<file path="src/rtl/ucq_multi.sv">
// Multi-port unit clause queue: collects up to N_PUSH signed literals per cycle,
// drops duplicates, flags complementary pairs, and presents them FWFT one at a time.
module ucq_multi #(
  parameter int LIT_W  = 10,
  parameter int DEPTH  = 8,
  parameter int N_PUSH = 2
) (
  input  logic                           clk,
  input  logic                           rst,
  input  logic                           flush,
  input  logic [N_PUSH-1:0]              push_valid,
  input  logic signed [N_PUSH*LIT_W-1:0] push_lit,
  output logic                           push_ready,
  input  logic                           pop,
  output logic                           out_valid,
  output logic signed [LIT_W-1:0]        out_lit,
  output logic [$clog2(DEPTH):0]         count,
  output logic                           full,
  output logic                           empty,
  output logic                           conflict
);

  localparam int AW = $clog2(DEPTH);
  localparam int PW = AW + 1;

  logic signed [LIT_W-1:0] mem [DEPTH];
  logic [PW-1:0]           head, tail;
  logic [DEPTH-1:0]        occ;

  logic signed [LIT_W-1:0] lane_lit [N_PUSH];
  logic signed [LIT_W-1:0] neg_lit  [N_PUSH];
  logic [N_PUSH-1:0]       accept;
  logic [N_PUSH-1:0]       dup, cmp;
  logic [PW-1:0]           slot [N_PUSH];
  logic [PW-1:0]           n_acc;
  logic                    conf_hit;

  assign count      = tail - head;
  assign empty      = (count == '0);
  assign full       = (count == PW'(DEPTH));
  assign push_ready = (count <= PW'(DEPTH - N_PUSH));
  assign out_valid  = !empty;
  assign out_lit    = empty ? '0 : mem[head[AW-1:0]];

  // An entry is occupied when its distance from head is below the current count.
  for (genvar e = 0; e < DEPTH; e++) begin : g_occ
    logic [AW-1:0] off;
    assign off    = AW'(e) - head[AW-1:0];
    assign occ[e] = ({1'b0, off} < count);
  end

  for (genvar l = 0; l < N_PUSH; l++) begin : g_lane
    assign lane_lit[l] = push_lit[l*LIT_W +: LIT_W];
    assign neg_lit[l]  = -lane_lit[l];
  end

  // Lanes are filtered in ascending order against stored entries and accepted lower lanes.
  always_comb begin
    accept   = '0;
    dup      = '0;
    cmp      = '0;
    conf_hit = 1'b0;
    n_acc    = '0;
    for (int l = 0; l < N_PUSH; l++) slot[l] = '0;
    for (int l = 0; l < N_PUSH; l++) begin
      for (int e = 0; e < DEPTH; e++) begin
        if (occ[e] && mem[e] == lane_lit[l]) dup[l] = 1'b1;
        if (occ[e] && mem[e] == neg_lit[l])  cmp[l] = 1'b1;
      end
      for (int k = 0; k < N_PUSH; k++) begin
        if (k < l && accept[k] && lane_lit[k] == lane_lit[l]) dup[l] = 1'b1;
        if (k < l && accept[k] && lane_lit[k] == neg_lit[l])  cmp[l] = 1'b1;
      end
      if (push_ready && push_valid[l] && lane_lit[l] != '0 && !dup[l]) begin
        if (cmp[l]) begin
          conf_hit = 1'b1;
        end else begin
          accept[l] = 1'b1;
          slot[l]   = n_acc;
          n_acc     = n_acc + PW'(1);
        end
      end
    end
  end

  always_ff @(posedge clk or posedge rst) begin
    if (rst) begin
      head     <= '0;
      tail     <= '0;
      conflict <= 1'b0;
    end else if (flush) begin
      head     <= '0;
      tail     <= '0;
      conflict <= 1'b0;
    end else begin
      tail <= tail + n_acc;
      if (pop && out_valid) head <= head + PW'(1);
      if (conf_hit) conflict <= 1'b1;
    end
  end

  // Truncating tail+slot to the entry index gives the modulo-DEPTH wrap for free.
  always_ff @(posedge clk) begin
    if (!flush) begin
      for (int l = 0; l < N_PUSH; l++) begin
        if (accept[l]) mem[AW'(tail + slot[l])] <= lane_lit[l];
      end
    end
  end

endmodule

</file>
<file path="config.mk">
export PLATFORM = sky130hd
export DESIGN_NAME = ucq_multi
export DESIGN_NICKNAME = d
export VERILOG_FILES = /design/src/rtl/ucq_multi.sv
export SDC_FILE = /design/constraint.sdc
export NUM_CORES = 1
export LEC_CHECK = 0
export CAP_MARGIN = 20
export CORE_ASPECT_RATIO = 1.75
export CORE_MARGIN = 2
export CORE_UTILIZATION = 63
export CTS_CLUSTER_DIAMETER = 200
export DETAILED_ROUTE_END_ITERATION = 8
export PLACE_DENSITY_LB_ADDON = 0.12
export RECOVER_POWER = 100
export SYNTH_ARGS = -nofsm -noshare
export SYNTH_HDL_FRONTEND = slang
export SYNTH_SLANG_ARGS = --single-unit
</file>
<file path="constraint.sdc">
create_clock -name clk -period 6.3 [get_ports clk]
set_clock_uncertainty 0.05 [all_clocks]
set_input_delay 0.63 -clock clk [delete_from_list [all_inputs] [get_ports clk]]
set_output_delay 0.63 -clock clk [all_outputs]
set_load 0.05 [all_outputs]
</file>
Yosys cells after proc, flatten, opt, wreduce, memory -nomap -nowiden

Memory sizes are Yosys's and may differ from the RTL's.
Index checks and enable logic that the tools add are counted.

Register bits after elaboration: 9
Bits in writable memories: 80
Output and inout port bits: 19
Logic and storage cells: 172
Memories kept: 1

Memory list:

| name | words | bits a word | read ports | clocked after memory_dff | write ports | line | text |
|---|---|---|---|---|---|---|---|
| mem  | 8     | 10          | 9          | 0                        | 2           | 26   | `logic signed [LIT_W-1:0] mem [DEPTH];` |

Add/subtract/negate cells: 15
Order comparisons: 9
Equal/unequal tests: 35
Muxes and demuxes: 60
Reduce and logical (&&, ||, !) cells: 49

Operator list:

| cell                                                           | number |
|---|---|
| == test 10 bit                                                 | 34 |
| 2-to-1 mux 1 bit                                               | 53 |
| logical AND 1 bit                                              | 41 |
| less-than comparator 3 x 4 -> 1 bit                            | 8 |
| 2-to-1 mux 4 bit                                               | 5 |
| negator 10 bit                                                 | 2 |
| nonzero test 10 bit                                            | 2 |
| subtractor 3 bit, first input constant                         | 4 |
| 2-to-1 mux 10 bit                                              | 1 |
| adder 4 x 1 -> 4 bit, second input constant                    | 2 |
| subtractor 1 x 3 -> 3 bit, first input constant                | 2 |
| subtractor 2 x 3 -> 3 bit, first input constant                | 2 |
| adder 4 bit                                                    | 1 |
| == test 4 bit, second input constant                           | 1 |
| less-or-equal comparator 4 x 3 -> 1 bit, second input constant | 1 |
| zero test 4 bit                                                | 1 |
| nonzero test 2 bit                                             | 2 |
| subtractor 4 bit                                               | 1 |
| adder 3 bit                                                    | 1 |
| zero test 1 bit                                                | 3 |
| 2-to-1 mux 3 bit                                               | 1 |

Depth between registers and ports, before layout

Word-level depth: 22
Depth in mapped cells: 24
Depth with buffers taken out: 23

Worst setup path before layout

Ideal clock, no wire load.

Path kind: reg-to-reg
Start point: register head[1]
End point: memory mem[5][0] (enable)
Arrival time: 5.663 ns
Slack: 0.208 ns
Cell stages (with the launch flop): 22
Path buffers: 2
Clock period less this slack: 6.092 ns
Cell sequence: dfrtp_1 buf_1 inv_1 fa_1 xnor2_2 inv_1 a32oi_1 nand3_1 a21oi_1 nand4_1 nor2_1 a31o_2 inv_1 ha_1 o311a_1 ha_1 ha_1 xnor2_1 nor3_1 and4_4 buf_6 o21bai_1

RTL lines:

| what                   | line | text |
|---|---|---|
| start, declared        | 27   | `logic [PW-1:0] head, tail;` |
| start signal, assigned | 97   | `if (pop && out_valid) head <= head + PW'(1);` |
| end, declared          | 26   |  |

==> results.toml <==
[outcome]
outcome = "finished, final reports clean"

[floorplanning]
dieArea_um2 = 17640
rows = 62
io_pins = 45
die_w_um = 101.3
core_um2 = 16290
die_h_um = 174.2
start_util = 0.6403

[synthesis]
yosys_warnings = 0
synth_top_family_by_area = "XOR/XNOR gates"
async_flop_share = 0.1011
ys_types = 95
syn-num-nets = 1134
synthXorXnorAreaFrac = 0.2732
synth_mux_area_frac = 0.1424
syn_area_per_cell_um2 = 9.588
synth_seq_cells = 89
syn_area_um2 = 10430
synth_fa_ha_area_frac = 0.02711
synth-seq-area-share = 0.2519
synth_compound_area_frac = 0.08804
synth_area_leaders = "edfxtp_1, xnor2_1, xor2_1"
synth_edf_count = 80
synth_top_area_cell = "edfxtp_1"
synth_ff_type = "edfxtp_1"
synthSimpleGateAreaFrac = 0.1588
synthesis.instances = 1088
synth_top_area_frac = 0.2303

[worst_setup_path]
crit_start = "tail[0]$_DFF_PP0_"
crit_path_end_kind = "register"
reg2reg_to = "mem[1][6]$_DFFE_PP_"
worst_r2r_path_depth = 24
path_cells = "inv_1, ha_1, inv_1, fa_1, inv_1, ha_1, nor2b_1, o22ai_1, a22oi_2, a211oi_1, nand4_1, o311ai_1, or4_1, a31o_2, inv_1, ha_1, o311a_1, ha_1, ha_1, xor2_1, nor3_1, and4_4, buf_4, mux2_1"
worstSetupPathType = "reg2reg"
path_buf_inv = 5
r2r_start = "tail[0]$_DFF_PP0_"
start_kind = "register"
crit_arrival_ps = 6230
endpoint = "mem[1][6]$_DFFE_PP_"
crit_top_cell = "ha_1"
critical-path-top-delay-family = "adder cells"
cp_max_fo = 8
cp.required_ps = 6340
r2r_slack_ps = 110
worst_path_max_delay_cell = "or4_1"
cp.depth = 24
slowest_delay_ps = 600

[clocking]
clkSinkCount = 89
clkLatencyLatePin_ps = 350
clk_pin_slew_ps = 60
tritoncts = "yes"
cts_htree_levels = 3
clockBufferDepth = 2
cts_buffers = 9
cts_root_buf = "clkbuf_16"

[sta]
relSlewSlack = 0.3117
slew_viol_final = 0
max_freq_ghz = 0.1615
final.setup.tns_ps = 0
finalCritPeriodShare = 0.9826
hold_ws_ps = 501.9
period_needed_ps = 6190
setup_viol = 0
setup_ws_ps = 109.6
tightest_slew_ps = 1025
hold_viol_final = 0

[place]
dpl_worst_slack_ps = 163.6
hpwl_um = 31220
place_congestion = 1.114
place_area_um2 = 11220
port_buffers = 44

[grt]
gr-total-overflow = 0
groute.usage.overall = 0.4991
grt_pass1_wl_um = 62140
grt_max_degree = 29
antenna_found_initial = 1
grt_pass1_vias = 9404

[run]
cap_violations = 0

[drt]
drtAntennaViolNets = 0
vias_per_cell = 7.319
dr.pass1.iters = 6
totalWireLength_um = 43380
drt-wirelength-per-cell_um = 33.22
drc = 0
vias = 9558
drt_iter0_markers = 1188

[finish]
final_layout_size_suffix_gt1_frac = 0.1745
area_growth_pct = 11.25
num-fill-cells = 1284
fin_area_um2 = 11600
nets = 1153
seq_area_um2 = 2628
multi_input_area_um2 = 7272

[pwr]
leakage_nw = 4.341
p_per_area_nw_per_um2 = 361.6
worst_ir_drop_vdd_v = 0.0006943
p_total_mw = 4.196

[worst_hold_path]
hp-class = "reg2reg"
==> registers in the layout, indices dropped and copies added, names as in the netlist <==
name / cells
conflict: 1
head: 4
mem: 80
tail: 4
==> through the flow <==
| step | util | instances |
|---|---|---|
| CTS | 0.7084 | 1300 |
| global placement | 0.6889 | 1284 |
| finish | 0.7124 | 1306 |
| global route | 0.7121 | 1304 |
| detailed placement | 0.6889 | 1284 |
| floorplan | - | 1088 |
==> kinds of logic (layout without fill, tap and decap cells) <==
| logic type | count (synthesis) | after routing |
|---|---|---|
| compound gates | 129 | 129 |
| mux | 105 | 105 |
| fa+ha+maj | 21 | 21 |
| flops | 89 | 89 |
| simple gates | 289 | 289 |
| xor+xnor | 312 | 312 |
| buf+inv | 143 | 167 |
| other cells | 0 | 2 |
==> synth_stat cells (all sizes together) (4+ instances only) <==
master / n
xnor2: 160
xor2: 147
edfxtp: 80
buf: 74
mux2: 57
nor2: 48
nand2: 47
clkbuf: 43
nor3: 35
nand3: 33
nand4: 30
a21oi: 28
mux2i: 28
nor4: 26
inv: 21
mux4: 20
o21ai: 18
ha: 17
nor2b: 13
a211oi: 10
o22ai: 10
or3: 10
dfrtp: 9
nand2b: 7
o211ai: 6
o41ai: 6
or4: 6
a21boi: 5
a31oi: 5
a32oi: 5
clkinv: 5
nand4b: 5
nor3b: 5
xnor3: 5
a22oi: 4
and3: 4
or2: 4
==> cell type report <==
| class | count | area share |
|---|---|---|
| clock inverter | 7 | 0.007978 |
| tap | 192 | 0.02070 |
| clock buffer | 9 | 0.01941 |
| sequential | 89 | 0.2264 |
| antenna | 2 | 0.0004313 |
| timing repair buffer | 125 | 0.09003 |
| inverter | 26 | 0.008410 |
| multi-input combinational | 856 | 0.6266 |
==> metal layers <==
layer	up-vias	track usage	wire, um
li1	3913	-	-
met5	-	0	0
met3	316	0.1504	5073
met4	0	0.4234	5188
met2	816	0.7635	19550
met1	4513	0.5545	13570
==> worst min-delay path by stage <==
stage | startpoint | to | slack, ps | cells past startpoint
floorplan | rst | conflict$_DFFE_PP0P_ | 410 | 1
finish | conflict$_DFFE_PP0P_ | conflict$_DFFE_PP0P_ | 500 | 2
CTS | conflict$_DFFE_PP0P_ | conflict$_DFFE_PP0P_ | 500 | 2
detailed placement | conflict$_DFFE_PP0P_ | conflict$_DFFE_PP0P_ | 480 | 2
global route | head[3]$_DFFE_PP0P_ | head[3]$_DFFE_PP0P_ | 530 | 2
global placement | conflict$_DFFE_PP0P_ | conflict$_DFFE_PP0P_ | 480 | 2
==> repair_timing <==
item,in CTS,in global routing
endpoints found under the setup margin,0,139
gates resized for setup,0,6
hold buffers,0,0
setup buffers,0,1
hold endpoints to repair,0,0
==> cells in the final DEF (no fill, tap or decap), types with 10 or more instances in the layout <==
cell | netlist | final
xnor2_1 | 156 | 156
xor2_1 | 146 | 146
buf_4 | 6 | 80
edfxtp_1 | 80 | 80
nand2_1 | 47 | 47
nor2_1 | 45 | 45
nand3_1 | 32 | 32
nor3_1 | 32 | 32
nand4_1 | 30 | 30
mux2_4 | 30 | 30
mux2i_1 | 28 | 28
a21oi_1 | 28 | 28
clkdlybuf4s50_1 | 0 | 24
nor4_1 | 23 | 23
inv_1 | 21 | 21
mux4_2 | 20 | 20
dlygate4sd3_1 | 0 | 20
mux2_1 | 18 | 18
o21ai_0 | 17 | 17
ha_1 | 17 | 17
nor2b_1 | 13 | 13
or3_1 | 10 | 10
o22ai_1 | 10 | 10
==> worst reg2reg max path, stage by stage, from the launching register on <==
cell      delay [ps]
dfrtp_1          380
inv_1            160
ha_1             190
inv_1             70
fa_1             540
inv_1            110
ha_1             280
nor2b_1          160
o22ai_1          120
a22oi_2          340
a211oi_1          90
nand4_1          280
o311ai_1         210
or4_1            600
a31o_2           270
inv_1             60
ha_1             130
o311a_1          250
ha_1             230
ha_1             220
xor2_1           120
nor3_1           210
and4_4           310
buf_4            200
mux2_1           360
==> power by group <==
part           internal (mW)  leakage (nW)  total [mW]  switching, mW
Clock                  0.348         0.152       0.581          0.233
Combinational          0.932          3.34        2.69           1.76
Sequential             0.749         0.847       0.924          0.175
Total                   2.03          4.34        4.20           2.17
No activity file was read; power rests on OpenSTA's default activity.
